[config.mk]
export PLATFORM = sky130hd
export DESIGN_NAME = hist_stats_flat
export DESIGN_NICKNAME = d
export VERILOG_FILES = /design/src/rtl/hist_pkg.sv /design/src/rtl/hist_stats_if.sv /design/src/rtl/hist_sat_add.sv /design/src/rtl/hist_stats.sv /design/src/flat_wrapper.sv
export SDC_FILE = /design/constraint.sdc
export NUM_CORES = 1
export LEC_CHECK = 0
export ABC_CLOCK_PERIOD_IN_PS = 5600
export CORE_AREA = 2 2 96 98
export DETAILED_ROUTE_END_ITERATION = 6
export DIE_AREA = 0 0 98 100
export GPL_ROUTABILITY_DRIVEN = 0
export HOLD_SLACK_MARGIN = 0.02
export PLACE_DENSITY = 0.74
export SLEW_MARGIN = 20
export SYNTH_ARGS = -nofsm -noshare
export SYNTH_HDL_FRONTEND = slang
export SYNTH_SLANG_ARGS = --single-unit
[constraint.sdc]
create_clock -name clk -period 5.6 [get_ports clk]
set_clock_uncertainty 0.1 [all_clocks]
set_input_delay 0.84 -clock clk [delete_from_list [all_inputs] [get_ports clk]]
set_output_delay 0.84 -clock clk [all_outputs]
set_load 0.03 [all_outputs]
[src/rtl/hist_pkg.sv]
// Shared defaults and FSM state type for the histogram statistics block.
package hist_pkg;

    localparam int HIST_IDX_W = 8;
    localparam int HIST_CNT_W = 8;
    localparam int HIST_SUM_W = 16;

    typedef enum logic {
        COLLECT = 1'b0,
        REPORT  = 1'b1
    } state_t;

endpackage

[src/rtl/hist_stats_if.sv]
// Bin stream in, frame summary out. master = producer/consumer side, slave = hist_stats.
interface hist_stats_if
    import hist_pkg::*;
#(
    parameter int IDX_W = HIST_IDX_W,
    parameter int CNT_W = HIST_CNT_W,
    parameter int SUM_W = HIST_SUM_W
);
    logic [CNT_W-1:0] bin_data;
    logic             bin_valid;
    logic             bin_last;
    logic             in_ready;
    logic             result_valid;
    logic             result_ready;
    logic [IDX_W-1:0] peak_index;
    logic [CNT_W-1:0] peak_count;
    logic [SUM_W-1:0] total_count;
    logic [IDX_W:0]   nonzero_bins;
    logic             overrun_err;

    modport master (
        output bin_data, bin_valid, bin_last, result_ready,
        input  in_ready, result_valid, peak_index, peak_count,
               total_count, nonzero_bins, overrun_err
    );

    modport slave (
        input  bin_data, bin_valid, bin_last, result_ready,
        output in_ready, result_valid, peak_index, peak_count,
               total_count, nonzero_bins, overrun_err
    );
endinterface

[src/rtl/hist_sat_add.sv]
// Saturating adder: SUM_W accumulator plus a zero-extended CNT_W count.
module hist_sat_add #(
    parameter int SUM_W = 16,
    parameter int CNT_W = 8
) (
    input  logic [SUM_W-1:0] a,
    input  logic [CNT_W-1:0] b,
    output logic [SUM_W-1:0] y
);
    logic [SUM_W:0] sum;

    assign sum = {1'b0, a} + (SUM_W+1)'(b);
    assign y   = sum[SUM_W] ? '1 : sum[SUM_W-1:0];
endmodule

[src/rtl/hist_stats.sv]
// Per-frame histogram summary: peak bin, saturating total, nonzero-bin count.
module hist_stats
    import hist_pkg::*;
#(
    parameter int IDX_W = HIST_IDX_W,
    parameter int CNT_W = HIST_CNT_W,
    parameter int SUM_W = HIST_SUM_W
) (
    input  logic       clk,
    input  logic       reset,
    hist_stats_if.slave bus
);
    typedef struct packed {
        logic [IDX_W-1:0] peak_index;
        logic [CNT_W-1:0] peak_count;
        logic [SUM_W-1:0] total;
        logic [IDX_W:0]   nonzero;
    } res_t;

    state_t           state, state_nxt;
    res_t             acc, acc_nxt, res;
    logic [IDX_W:0]   idx_cnt;
    logic             idx_full;
    logic [IDX_W-1:0] cur_idx;
    logic [SUM_W-1:0] sum_nxt;
    logic             in_rdy;
    logic             accept;
    logic             overrun;

    assign in_rdy   = (state == COLLECT);
    assign accept   = bus.bin_valid && in_rdy;
    // idx_cnt MSB set means 2^IDX_W beats already seen in this frame
    assign idx_full = idx_cnt[IDX_W];
    assign cur_idx  = idx_full ? '1 : idx_cnt[IDX_W-1:0];

    hist_sat_add #(.SUM_W(SUM_W), .CNT_W(CNT_W)) u_sat_add (
        .a (acc.total),
        .b (bus.bin_data),
        .y (sum_nxt)
    );

    always_comb begin
        acc_nxt       = acc;
        acc_nxt.total = sum_nxt;
        if (bus.bin_data != '0 && acc.nonzero != '1)
            acc_nxt.nonzero = acc.nonzero + (IDX_W+1)'(1);
        // strict compare keeps the first occurrence on ties
        if (bus.bin_data > acc.peak_count) begin
            acc_nxt.peak_count = bus.bin_data;
            acc_nxt.peak_index = cur_idx;
        end
    end

    always_comb begin
        state_nxt = state;
        case (state)
            COLLECT: if (accept && bus.bin_last) state_nxt = REPORT;
            REPORT:  if (bus.result_ready)       state_nxt = COLLECT;
            default: state_nxt = COLLECT;
        endcase
    end

    always_ff @(posedge clk) begin
        if (reset) state <= COLLECT;
        else       state <= state_nxt;
    end

    always_ff @(posedge clk) begin
        if (reset) begin
            idx_cnt <= '0;
            acc     <= '0;
            res     <= '0;
            overrun <= 1'b0;
        end else begin
            if ((bus.bin_valid && !in_rdy) || (accept && idx_full))
                overrun <= 1'b1;
            if (accept) begin
                acc <= acc_nxt;
                if (!idx_full) idx_cnt <= idx_cnt + (IDX_W+1)'(1);
                if (bus.bin_last) res <= acc_nxt;
            end
            if (state == REPORT && bus.result_ready) begin
                acc     <= '0;
                idx_cnt <= '0;
            end
        end
    end

    assign bus.in_ready     = in_rdy;
    assign bus.result_valid = (state == REPORT);
    assign bus.peak_index   = res.peak_index;
    assign bus.peak_count   = res.peak_count;
    assign bus.total_count  = res.total;
    assign bus.nonzero_bins = res.nonzero;
    assign bus.overrun_err  = overrun;
endmodule

[src/flat_wrapper.sv]
// flat-port wrapper written by rule: the top's interface ports become plain ports
module hist_stats_flat import hist_pkg::*;
#(
    parameter int IDX_W = HIST_IDX_W,
    parameter int CNT_W = HIST_CNT_W,
    parameter int SUM_W = HIST_SUM_W
)
  (clk, reset, bus_bin_data, bus_bin_valid, bus_bin_last, bus_result_ready, bus_in_ready, bus_result_valid, bus_peak_index, bus_peak_count, bus_total_count, bus_nonzero_bins, bus_overrun_err);
  hist_stats_if #(.IDX_W(IDX_W), .CNT_W(CNT_W), .SUM_W(SUM_W)) bus_i ();
  input  logic clk;
  input  logic reset;
  input wire logic [$bits(bus_i.bin_data)-1:0] bus_bin_data;
  input wire logic [$bits(bus_i.bin_valid)-1:0] bus_bin_valid;
  input wire logic [$bits(bus_i.bin_last)-1:0] bus_bin_last;
  input wire logic [$bits(bus_i.result_ready)-1:0] bus_result_ready;
  output wire logic [$bits(bus_i.in_ready)-1:0] bus_in_ready;
  output wire logic [$bits(bus_i.result_valid)-1:0] bus_result_valid;
  output wire logic [$bits(bus_i.peak_index)-1:0] bus_peak_index;
  output wire logic [$bits(bus_i.peak_count)-1:0] bus_peak_count;
  output wire logic [$bits(bus_i.total_count)-1:0] bus_total_count;
  output wire logic [$bits(bus_i.nonzero_bins)-1:0] bus_nonzero_bins;
  output wire logic [$bits(bus_i.overrun_err)-1:0] bus_overrun_err;
  assign bus_i.bin_data = bus_bin_data;
  assign bus_i.bin_valid = bus_bin_valid;
  assign bus_i.bin_last = bus_bin_last;
  assign bus_i.result_ready = bus_result_ready;
  assign bus_in_ready = bus_i.in_ready;
  assign bus_result_valid = bus_i.result_valid;
  assign bus_peak_index = bus_i.peak_index;
  assign bus_peak_count = bus_i.peak_count;
  assign bus_total_count = bus_i.total_count;
  assign bus_nonzero_bins = bus_i.nonzero_bins;
  assign bus_overrun_err = bus_i.overrun_err;
  hist_stats #(.IDX_W(IDX_W), .CNT_W(CNT_W), .SUM_W(SUM_W)) u_core (.clk(clk), .reset(reset), .bus(bus_i));
endmodule
# Word level (Yosys, flattened, before mapping)
# Cells that the tools add are included.
[word_totals] reg_bits=93 in_bits=13 out_inout_bits=44
[classes] n_addsub=3 magnitude_cmp=1 n_eq_ne=1 mux=8 bitwise=2 reduce_logical=11
[op_table] operator="16-bit 2-to-1 mux" n=2
[op_table] operator="9-bit by 1-bit adder with 9-bit output (second input constant)" n=2
[op_table] operator="9-bit 2-to-1 mux" n=2
[op_table] operator="16-bit by 8-bit adder with 17-bit output" n=1
[op_table] operator="9-bit != test (second input constant)" n=1
[op_table] operator="8-bit greater-than comparator" n=1
[op_table] operator="8-bit 2-to-1 mux" n=1
[op_table] operator="8-bit nonzero test" n=1
[op_table] operator="1-bit logical AND" n=6
[op_table] operator="2-bit AND reduction" n=2
[op_table] operator="1-bit 2-to-1 mux" n=2
[op_table] operator="1-bit inverter" n=2
[op_table] operator="1-bit case mux with 2 select lines" n=1
[op_table] operator="2-bit OR reduction" n=1
[op_table] operator="1-bit logical OR" n=1

# Longest topological paths before layout
# Gate-level depths: netlist (run 1).
[logic_depth] ltp_word=5 depth_mapped=9

# Hierarchy
# Synthesis (run 1) repeated with hierarchy kept, for this count alone.
[unflattened] hier_cells=599 hier_area_um2=4962.3
[by_module_without_submodules] mod="hist_stats" instances=1 cells_per_inst=508 area_each_um2=4329.2 seq_area_each_um2=1861.8
[by_module_without_submodules] mod="hist_sat_add" instances=1 cells_per_inst=91 area_each_um2=633.1 seq_area_each_um2=0.0

# Worst setup path after synthesis (run 1)
# OpenSTA, ideal clock, no wires.
[synth_path] path_kind="input-to-reg" startpoint="in bus_bin_data[0]" endpoint="reg u_core.res (netlist bit u_core.bus.total_count[14])" setup_time_ps=70 t_arrival_ps=2594 t_required_ps=5430 setup_slack_ps=2835 cell_stages=7 path_buffers=0 cell_sequence="ha_1 > fa_1 > a211oi_1 > o211a_1 > nor2_1 > a311o_1 > a21oi_1"
[synth_between] elab_chain_cells=2
[synth_rtl] element="from (decl)" line="flat_wrapper.sv:12" text="input wire logic [$bits(bus_i.bin_data)-1:0] bus_bin_data;"
[synth_rtl] element="16-bit by 8-bit adder with 17-bit output" line="hist_sat_add.sv:12" text="assign sum = {1'b0, a} + (SUM_W+1)'(b);"
[synth_rtl] element="16-bit 2-to-1 mux" line="hist_sat_add.sv:13" text="assign y = sum[SUM_W] ? '1 : sum[SUM_W-1:0];"
[synth_rtl] element="to (signal assigned)" line="hist_stats.sv:80" text="if (bus.bin_last) res <= acc_nxt;"
[synth_rtl] element="to (decl)" line="hist_stats.sv:21" text="res_t acc, acc_nxt, res;"
# Every way passes these cells.
# A chain may end at the register's enable or synchronous reset.

# Final worst setup path (run 1)
[layout_path] startpoint="in bus_bin_data[0]" endpoint="reg u_core.acc[18] in the netlist's numbering"
[layout_between] elab_chain_cells=2
[layout_rtl] element="16-bit by 8-bit adder with 17-bit output" line="hist_sat_add.sv:12"
[layout_rtl] element="16-bit 2-to-1 mux" line="hist_sat_add.sv:13"
[layout_rtl] element="to (signal assigned)" line="hist_stats.sv:78" text="acc <= acc_nxt;"
[layout_rtl] element="to (decl)" line="hist_stats.sv:21"
# Every way passes these cells.

==> run_results.csv, run 1 <==
group,metric,value,unit
outcome,status,"finished, final reports clean",
synth,synth_area_leaders,"dfxtp_1 (40%), a211oi_1 (5.4%), nor2_1 (5.3%)",
global_routing,grt.total_usage,22.4,%
setup_path,cp-end-kind,"flip-flop",
setup_path,crit_slowest_cell,"clkdlybuf4s50_1",
global_routing,grt_remaining_overflow,0,
sta,hold_viol,0,
setup_path,start_kind,"input pin",
global_routing,busiest_layer,"met2",
synth,yosys_register_bits,93,
global_routing,grt_pass1_wl,17900,um
final_layout,n_antenna_cell,0,
synth,avgSynthCellArea,8.97,um^2
synth,synth_cell_types,53,
setup_path,worstPathArrival,3.38,ns
floorplanning,rows,35,
sta,maxSlewHeadroom,31.0,%
final_layout,final_nets,595,
floorplanning,io_pins,57,
final_layout,drive_gt1_share,6.70,%
clocking,postCtsSetupBuffers,0,
clocking,cts_hold_buf,0,
pwr,leakagePower,0.00205,uW
global_routing,grt_use_met2,36.5,%
detailed_routing,drt_iter0_drc,158,
global_routing,grt_use_met1,29.7,%
clocking,clock_sinks,93,
setup_path,crit_chain,"clkdlybuf4s50_1 > ha_1 > fa_1 > a211oi_1 > o211a_1 > nor3_4 > nor2_1 > a311oi_1",
synth,synth_top_area_share,39.6,%
detailed_routing,post_drt_wl_per_cell,15.5,um
place,port_buffers,56,
synth,yosysWarnings,0,
place,dp.cells,662,
detailed_routing,drc_errors,0,
sta,fin_crit,3.26,ns
global_routing,grt_max_degree,55,
final_layout,fin_cells,678,
clocking,cts_buffer_depth,2,
setup_path,required,5.71,ns
sta,setup_tns,0,ns
clocking,ctsResizeCount,0,
detailed_routing,routed_wl,10500,um
worst_hold_path,hold_class,"flip-flop to flip-flop",
pwr,ir_drop,0.000166,V
final_layout,fillers,772,
setup_path,crit_type,"input pin to flip-flop",
sta,tightestPinTransition,1.03,ns
clocking,cts_tree,"yes",
sta,rsz0062_at_grt,"false",
clocking,numCtsBuffers,9,
sta,finalCritPeriodShare,58.3,%
synth,synth_cells,525,
synth,synth_common_cells,"dfxtp_1 (93), nor2_1 (67), nand2_1 (38)",
clocking,cts_max_level,3,
synth,ys.flop_type,"dfxtp_1",
detailed_routing,ant_nets,0,
detailed_routing,firstDrtPassIters,4,
floorplanning,core-area,8890,um^2
floorplanning,start_util,52.9,%
global_routing,antenna_found_initial,0,
floorplanning,fp.dieH,100,um
setup_path,cp_slowest_stage_delay,0.49,ns
final_layout,regArea,1860,um^2
synth,synth_most_common_cell,"dfxtp_1",
sta,setup_violations,0,
floorplanning,die_w,98,um
synth,ys_seq_area_share,39.6,%
place,hpwl,7210,um
final_layout,multi_input_area,2590,um^2
synth,yosys.area.top_type,"dfxtp_1",
sta,slew_viol_final,0,
clocking,clk_latency,0.38,ns
run,max_cap_violations,0,
synth,synth_fp_nets,558,
global_routing,grt_util_met3,4.11,%
global_routing,grt_pass1_vias,3779,
clocking,clockRootBuffer,"clkbuf_8",
pwr,powerDensity,283,nW/um^2
synth,synth-async-reset-ratio,0,%
detailed_routing,vias,4004,
setup_path,path_max_fanout,9,
final_layout,syn_to_final_growth,15.7,%
detailed_routing,vias_per_cell,5.91,
clocking,clk_pin_slew_worst_paths,0.10,ns
synth,synth_area,4710,um^2
synth,synth_edf_count,0,
floorplanning,dieArea,9800,um^2
sta,timing.fmax,0.306,GHz
[worst max-delay path, delay by kind of cell]
family / cells / cell delay, ns
adder cells (fa/ha/maj): 2 / 0.70
AO/OA/AOI/OAI: 3 / 0.95
AND/OR/NAND/NOR: 2 / 0.39
buffers and inverters: 1 / 0.49
[logic make-up after synthesis]
family	count (synthesis)	synth area share, %
fa+ha+maj	20	5.48
flops	93	39.6
xor+xnor	26	4.84
simple gates	183	19.4
mux	23	4.89
buf+inv	48	5.50
compound gates	132	20.4
[final timing paths]
path	cells past startpoint	slack [ns]	start	end
hold reg to reg	2	0.36	u_core.bus.overrun_err	u_core.bus.overrun_err
setup reg to reg	5	2.99	u_core.bus.result_valid	u_core.bus.peak_index[0]
hold / removal	2	0.36	u_core.bus.overrun_err	u_core.bus.overrun_err
setup / recovery	8	2.34	bus_bin_data[0]	u_core.acc[18]
[layer usage]
layer	share of wire [%]	up-vias	routed length (um)
met4	1.4	0	146
met1	47	1896	4940
met5	0	-	0
met2	47	100	4920
li1	-	1995	-
met3	4.9	13	513
[power by group]
group / switching, uW / internal, uW / total [uW] / leakage [uW]
combinational: 210 / 132 / 342 / 0.00119
sequential: 24.5 / 697 / 722 / 0.000758
clock: 254 / 222 / 476 / 0.0000991
total: 488 / 1050 / 1540 / 0.00205
[stage by stage]
step	power (uW)	cell area, um^2	hold WS [ns]	utilization [%]	setup slack (ns)
after floorplan	981	4710	0.335	-	2.84
after global placement	1070	5240	0.337	58.9	2.08
after detailed placement	1080	5240	0.339	58.9	1.97
after CTS	1540	5450	0.360	61.3	2.36
after global routing	1620	5450	0.370	61.3	2.21
final	1540	5450	0.359	61.3	2.34
[state kept, by name (all words and copies together) (netlist names)]
name	flops
u_core.acc	41
u_core.bus.total_count	16
u_core.bus.nonzero_bins	9
u_core.idx_cnt	9
u_core.bus.peak_count	8
u_core.bus.peak_index	8
u_core.bus.overrun_err	1
u_core.bus.result_valid	1
[layout by cell type (no fill, tap or decap), drive strengths merged, types with 7 or more instances in the layout]
master,n
or4,8
a211oi,36
xor2,19
o21ai,19
xnor2,7
inv,14
clkdlybuf4s50,56
dfxtp,93
clkbuf,10
nor2,67
nand3,12
mux2i,23
nor4,15
ha,19
o21bai,17
nand2,39
nor3,7
a32o,8
a21oi,26
nand4,12
[area by class of cell]
| cell class | count | area share [%] |
|---|---|---|
| multi-input combinational | 384 | 47.6 |
| sequential | 93 | 34.2 |
| timing repair buffer | 61 | 11.0 |
| tap | 111 | 2.55 |
| clock buffer | 10 | 2.53 |
| clock inverter | 6 | 1.31 |
| inverter | 13 | 0.896 |
Note: power is estimated with default switching activity, not from simulation.
==> run 2, diff against run 1 <==
--- a/config.mk
+++ b/config.mk
@@ -5,13 +5,13 @@
 export SDC_FILE = /design/constraint.sdc
 export NUM_CORES = 1
 export LEC_CHECK = 0
-export ABC_CLOCK_PERIOD_IN_PS = 5600
-export CORE_AREA = 2 2 96 98
+export ABC_CLOCK_PERIOD_IN_PS = 2750
+export CORE_AREA = 2 2 101 103
 export DETAILED_ROUTE_END_ITERATION = 6
-export DIE_AREA = 0 0 98 100
+export DIE_AREA = 0 0 103 105
 export GPL_ROUTABILITY_DRIVEN = 0
 export HOLD_SLACK_MARGIN = 0.02
-export PLACE_DENSITY = 0.74
+export PLACE_DENSITY = 0.71
 export SLEW_MARGIN = 20
 export SYNTH_ARGS = -nofsm -noshare
 export SYNTH_HDL_FRONTEND = slang
==> constraint.sdc (replaced) <==
create_clock -name clk -period 2.75 [get_ports clk]
set_clock_uncertainty 0.1 [all_clocks]
set_input_delay 0.4125 -clock clk [delete_from_list [all_inputs] [get_ports clk]]
set_output_delay 0.4125 -clock clk [all_outputs]
set_load 0.03 [all_outputs]
==> run 2 against run 1 <==
  * Register-to-register slack worse by 2.6 ns
  * Clock power up 110%
  * Utilization decreased by 1.4 points
  * Non-clock buffer count up 34
  * Critical path depth did not move
  * Sequential power rose by 100%
  * Sequential cell count unchanged
  * Combinational power increased by 130%
  * Wire length up 7.6%
  * First-iteration DRC count increased by 32%
  * Final area grew 6.0%
==> run_results.csv, run 2 (same netlist as run 1, synthesis figures left out) <==
group,metric,value,unit
setup_path,crit_chain,"clkdlybuf4s50_1 > fa_1 > a211oi_1 > buf_4 > o211a_1 > nor3_4 > nor2_1 > a311oi_1",
global_routing,grt_remaining_overflow,0,
floorplanning,die_w,103,um
floorplanning,dieArea,10800,um^2
sta,fin_ws,0.225,ns
detailed_routing,post_drt_wl_per_cell,15.5,um
final_layout,final_common_cell,"dfxtp_1",
setup_path,worstPathArrival,2.66,ns
clocking,clk_pin_slew_worst_paths,0.09,ns
sta,fin_crit,2.52,ns
floorplanning,start_util,48.8,%
clocking,clock_sinks,93,
floorplanning,io_pins,57,
detailed_routing,vias_per_cell,5.66,
sta,setup_violations,0,
outcome,status,"finished, final reports clean",
place,port_buffers,56,
pwr,power.internal,2280,uW
detailed_routing,ant_nets,0,
pwr,powerDensity,561,nW/um^2
detailed_routing,firstDrtPassIters,5,
global_routing,grt_pass1_wl,18800,um
clocking,numCtsBuffers,9,
pwr,swShare,29.7,%
pwr,leakagePower,0.00223,uW
final_layout,syn_to_final_growth,22.6,%
final_layout,n_antenna_cell,0,
pwr,p_clk_share,30.8,%
sta,finalCritPeriodShare,91.8,%
clocking,ctsResizeCount,0,
detailed_routing,routed_wl,11300,um
setup_path,crit_slowest_cell,"clkdlybuf4s50_1",
setup_path,cp-end-kind,"flip-flop",
setup_path,required,2.89,ns
setup_path,r2r_start,"u_core.acc[9]",
sta,rsz0062_at_grt,"false",
place,dp.cells,718,
setup_path,path_max_fanout,6,
global_routing,grt_max_degree,37,
sta,hold_viol,0,
final_layout,drive_gt1_share,11.7,%
setup_path,cp_slowest_stage_delay,0.56,ns
sta,tightestPinTransition,0.603,ns
final_layout,top_register,"u_core.acc",
setup_path,rrSetupSlack,0.41,ns
global_routing,grt.total_usage,21.7,%
detailed_routing,vias,4148,
worst_hold_path,hold_class,"flip-flop to flip-flop",
place,pre_cts_ws,-0.131,ns
clocking,clk_latency,0.37,ns
detailed_routing,drc_errors,0,
floorplanning,core-area,9640,um^2
global_routing,grt_pass1_vias,3950,
final_layout,largest_reg_flops,41,
worst_hold_path,whs_endpoint,"u_core.acc[37]",
setup_path,crit_type,"input pin to flip-flop",
global_routing,antenna_found_initial,0,
clocking,cts_tree,"yes",
clocking,cts_hold_buf,0,
final_layout,fin_cells,733,
floorplanning,rows,36,
pwr,ir_drop,0.000280,V
pwr,p_switching,964,uW
clocking,postCtsSetupBuffers,0,
worst_hold_path,worstHoldStart,"u_core.acc[37]",
setup_path,start_kind,"input pin",
place,hpwl,8030,um
sta,timing.fmax,0.396,GHz
worst_hold_path,holdPathStages,2,
clocking,cts_max_level,3,
pwr,p_seq_share,45.5,%
setup_path,reg2reg_depth,8,
pwr,power_frac_comb,23.8,%
run,max_cap_violations,0,
sta,maxSlewHeadroom,59.7,%
setup_path,r2r_end,"u_core.acc[22]",
detailed_routing,drt_iter0_drc,209,
clocking,clockRootBuffer,"clkbuf_8",
sta,slew_viol_final,0,
floorplanning,fp.dieH,105,um
final_layout,final_cell_mix,"dfxtp_1 (93), nor2_1 (67), clkdlybuf4s50_1 (56)",
clocking,cts_buffer_depth,2,
final_layout,final_nets,629,
run 2: worst max-delay path: cells and delay by family:
family                   cells  cell delay, ns
AND/OR/NAND/NOR              2            0.35
adder cells (fa/ha/maj)      1            0.50
buffers and inverters        2            0.73
AO/OA/AOI/OAI                3            0.67
run 2: area by class of cell:
type,count,area (um^2)
inverters,13,48.8
multi-input cells,384,2590
flip-flops and latches,93,1860
fillers,898,3870
well taps,133,166
repair buffers,95,891
clock inverters,4,72.6
clock buffers,11,141
run 2: power by group through the flow:
stage | Combinational (uW) | Sequential [uW] | Clock (uW)
after floorplan | 426 | 1570 | 0
after global placement | 748 | 1500 | 0
after detailed placement | 765 | 1500 | 0
after CTS | 768 | 1470 | 1020
after global routing | 842 | 1480 | 1080
final | 770 | 1470 | 997
run 2: how the worst max path moves through the flow:
stage                     depth (start not counted)                    endpoint       startpoint
after floorplan                                   7  u_core.bus.total_count[14]  bus_bin_data[0]
after global placement                            8  u_core.bus.total_count[14]  bus_bin_data[1]
after detailed placement                          7  u_core.bus.total_count[15]  bus_bin_data[3]
after CTS                                         9              u_core.acc[22]  bus_bin_data[0]
after global routing                              7   u_core.bus.total_count[7]  bus_bin_data[5]
final                                             8              u_core.acc[22]  bus_bin_data[1]
run 2: per-layer routing:
| metal | wire, um | global-route usage, % |
|---|---|---|
| met5 | 0 | 0 |
| met4 | 182 | 7.52 |
| met3 | 594 | 4.88 |
| met2 | 5230 | 33.1 |
| met1 | 5320 | 29.9 |
run 2: through the flow:
| stage | area, um^2 | power [uW] | utilization (%) | setup TNS, ns | hold slack [ns] |
|---|---|---|---|---|---|
| 2_1_floorplan | 4710 | 2000 | - | 0 | 0.335 |
| 3_3_place_gp | 5560 | 2250 | 57.7 | -2.49 | 0.341 |
| 3_5_place_dp | 5560 | 2270 | 57.7 | -2.73 | 0.351 |
| 4_1_cts | 5770 | 3260 | 59.9 | 0 | 0.363 |
| 5_1_grt | 5770 | 3410 | 59.9 | 0 | 0.389 |
| 6_report | 5770 | 3240 | 59.9 | 0 | 0.361 |
==> run 3, diff against run 2 <==
==> constraint.sdc (replaced) <==
create_clock -name clk -period 2.75 [get_ports clk]
set_clock_uncertainty 0.1 [all_clocks]
set_input_delay 0.55 -clock clk [delete_from_list [all_inputs] [get_ports clk]]
set_output_delay 0.55 -clock clk [all_outputs]
set_load 0.03 [all_outputs]
==> run 3 against run 2 <==
  * Register-to-register slack barely moved
  * Final area rose by 1.3%
  * Wire length rose by 3.6%
  * Final cell count rose by 1.4%
  * Sequential power barely moved
  * Critical path type unchanged
  * Critical endpoint is now u_core.acc[24]
  * Largest cell class unchanged
  * Highest routed layer unchanged
==> run_results.csv, run 3 (same netlist as run 1, synthesis figures left out) <==
group,metric,value,unit
outcome,status,"finished, final reports clean",
place,place_area,5650,um^2
final_layout,fillers,872,
pwr,ir_drop,0.000238,V
setup_path,worstPathArrival,2.90,ns
setup_path,rrSetupSlack,0.42,ns
final_layout,final_nets,639,
setup_path,start_kind,"input pin",
floorplanning,io_pins,57,
clocking,clk_latency,0.37,ns
final_layout,final_cell_mix,"dfxtp_1 (93), nor2_1 (65), clkdlybuf4s50_1 (56)",
floorplanning,dieArea,10800,um^2
clocking,postCtsSetupBuffers,0,
global_routing,grt_remaining_overflow,0,
global_routing,grt_pass1_vias,4223,
final_layout,top_register,"u_core.acc",
sta,fin_ws,0.0179,ns
clocking,clockRootBuffer,"clkbuf_8",
run,max_cap_violations,0,
detailed_routing,drt_iter0_drc,209,
floorplanning,die_w,103,um
detailed_routing,post_drt_wl_per_cell,15.8,um
sta,hold_viol,0,
floorplanning,core-area,9640,um^2
global_routing,grt_pass1_wl,19600,um
final_layout,syn_to_final_growth,24.2,%
final_layout,final_common_cell,"dfxtp_1",
floorplanning,fp.dieH,105,um
clocking,clock_sinks,93,
setup_path,cp-end-kind,"flip-flop",
setup_path,required,2.91,ns
place,hpwl,8350,um
global_routing,grt.total_usage,22.5,%
final_layout,n_antenna_cell,0,
sta,setup_violations,0,
final_layout,final_area,5850,um^2
pwr,powerDensity,536,nW/um^2
sta,maxSlewHeadroom,61.1,%
detailed_routing,ant_nets,0,
final_layout,drive_gt1_share,13.9,%
setup_path,crit_buf_inv,2,
place,dp.cells,728,
clocking,clk_pin_slew_worst_paths,0.08,ns
sta,slew_viol_final,0,
worst_hold_path,hold_class,"flip-flop to flip-flop",
sta,rsz0062_at_grt,"true",
sta,tightestPinTransition,0.583,ns
sta,finalCritPeriodShare,99.4,%
setup_path,crit_slowest_cell,"clkdlybuf4s50_1",
global_routing,grt_max_degree,46,
detailed_routing,vias_per_cell,5.70,
setup_path,critical_path.top_delay_family,"compound AO/OA/AOI/OAI gates",
detailed_routing,firstDrtPassIters,4,
floorplanning,rows,36,
clocking,cts_tree,"yes",
floorplanning,start_util,48.8,%
pwr,leakagePower,0.00226,uW
place,port_buffers,56,
setup_path,crit_type,"input pin to flip-flop",
detailed_routing,vias,4233,
detailed_routing,drc_errors,0,
final_layout,fin_cells,743,
clocking,cts_hold_buf,0,
sta,fin_crit,2.73,ns
detailed_routing,routed_wl,11700,um
setup_path,cp_slowest_stage_delay,0.57,ns
sta,timing.fmax,0.366,GHz
setup_path,path_max_fanout,6,
clocking,cts_max_level,3,
final_layout,largest_reg_flops,41,
setup_path,crit_chain,"clkdlybuf4s50_1 > ha_1 > a211oi_1 > buf_4 > or3_4 > a211oi_2 > a21oi_1 > a311oi_1",
global_routing,antenna_found_initial,0,
clocking,numCtsBuffers,9,
clocking,cts_buffer_depth,2,
place,pre_cts_ws,-0.350,ns
run 3: final timing paths:
kind / end / start / depth (start not counted)
min: u_core.acc[36] / u_core.acc[36] / 2
min reg2reg: u_core.acc[36] / u_core.acc[36] / 2
max reg2reg: u_core.bus.peak_index[3] / u_core.acc[30] / 9
max: u_core.acc[24] / bus_bin_data[1] / 8
run 3: power by group:
group          switching, uW  total [uW]  internal (uW)
sequential              53.4        1470           1420
combinational            460         818            358
clock                    494         844            350
total                   1010        3130           2130
run 3: layout make-up:
type                            count  area (um^2)  share of cell area, %
Clock inverter                      5         36.3                  0.621
Sequential cell                    93         1860                   31.8
Clock buffer                       10          138                   2.35
Timing Repair Buffer              105          982                   16.8
Tap cell                          133          166                   2.85
Inverter                           13         48.8                  0.835
Multi-Input combinational cell    384         2610                   44.7
run 3: layer usage:
layer | global-route usage [%] | vias to the layer above | routed length [um]
li1 | - | 2084 | -
met1 | 30.0 | 2015 | 5510
met2 | 35.5 | 118 | 5460
met3 | 4.41 | 16 | 561
met4 | 8.55 | 0 | 209
met5 | 0 | - | 0
run 3: repair_timing:
| item | 4_1_cts | 5_1_grt |
|---|---|---|
| endpoints found under the hold margin | 0 | 0 |
| resized for setup | 0 | 6 |
| endpoints found under the setup margin | 0 | 29 |
run 3: stage by stage:
step	util, %	TNS, ns	power (uW)	hold slack, ns
floorplan	-	0	2000	0.335
global placement	58.6	-9.55	2280	0.340
detailed placement	58.6	-13.55	2300	0.345
CTS	60.4	0	3130	0.363
global route	60.7	-0.147	3280	0.375
finish	60.7	0	3130	0.356
run 3: worst reg2reg max path: stages, from the launching register on:
cell,delay (ns)
dfxtp_1,0.40
inv_1,0.07
ha_1,0.31
a211oi_2,0.24
o21bai_2,0.13
a2111oi_4,0.34
buf_6,0.19
buf_12,0.12
o21bai_1,0.08
a32o_1,0.25
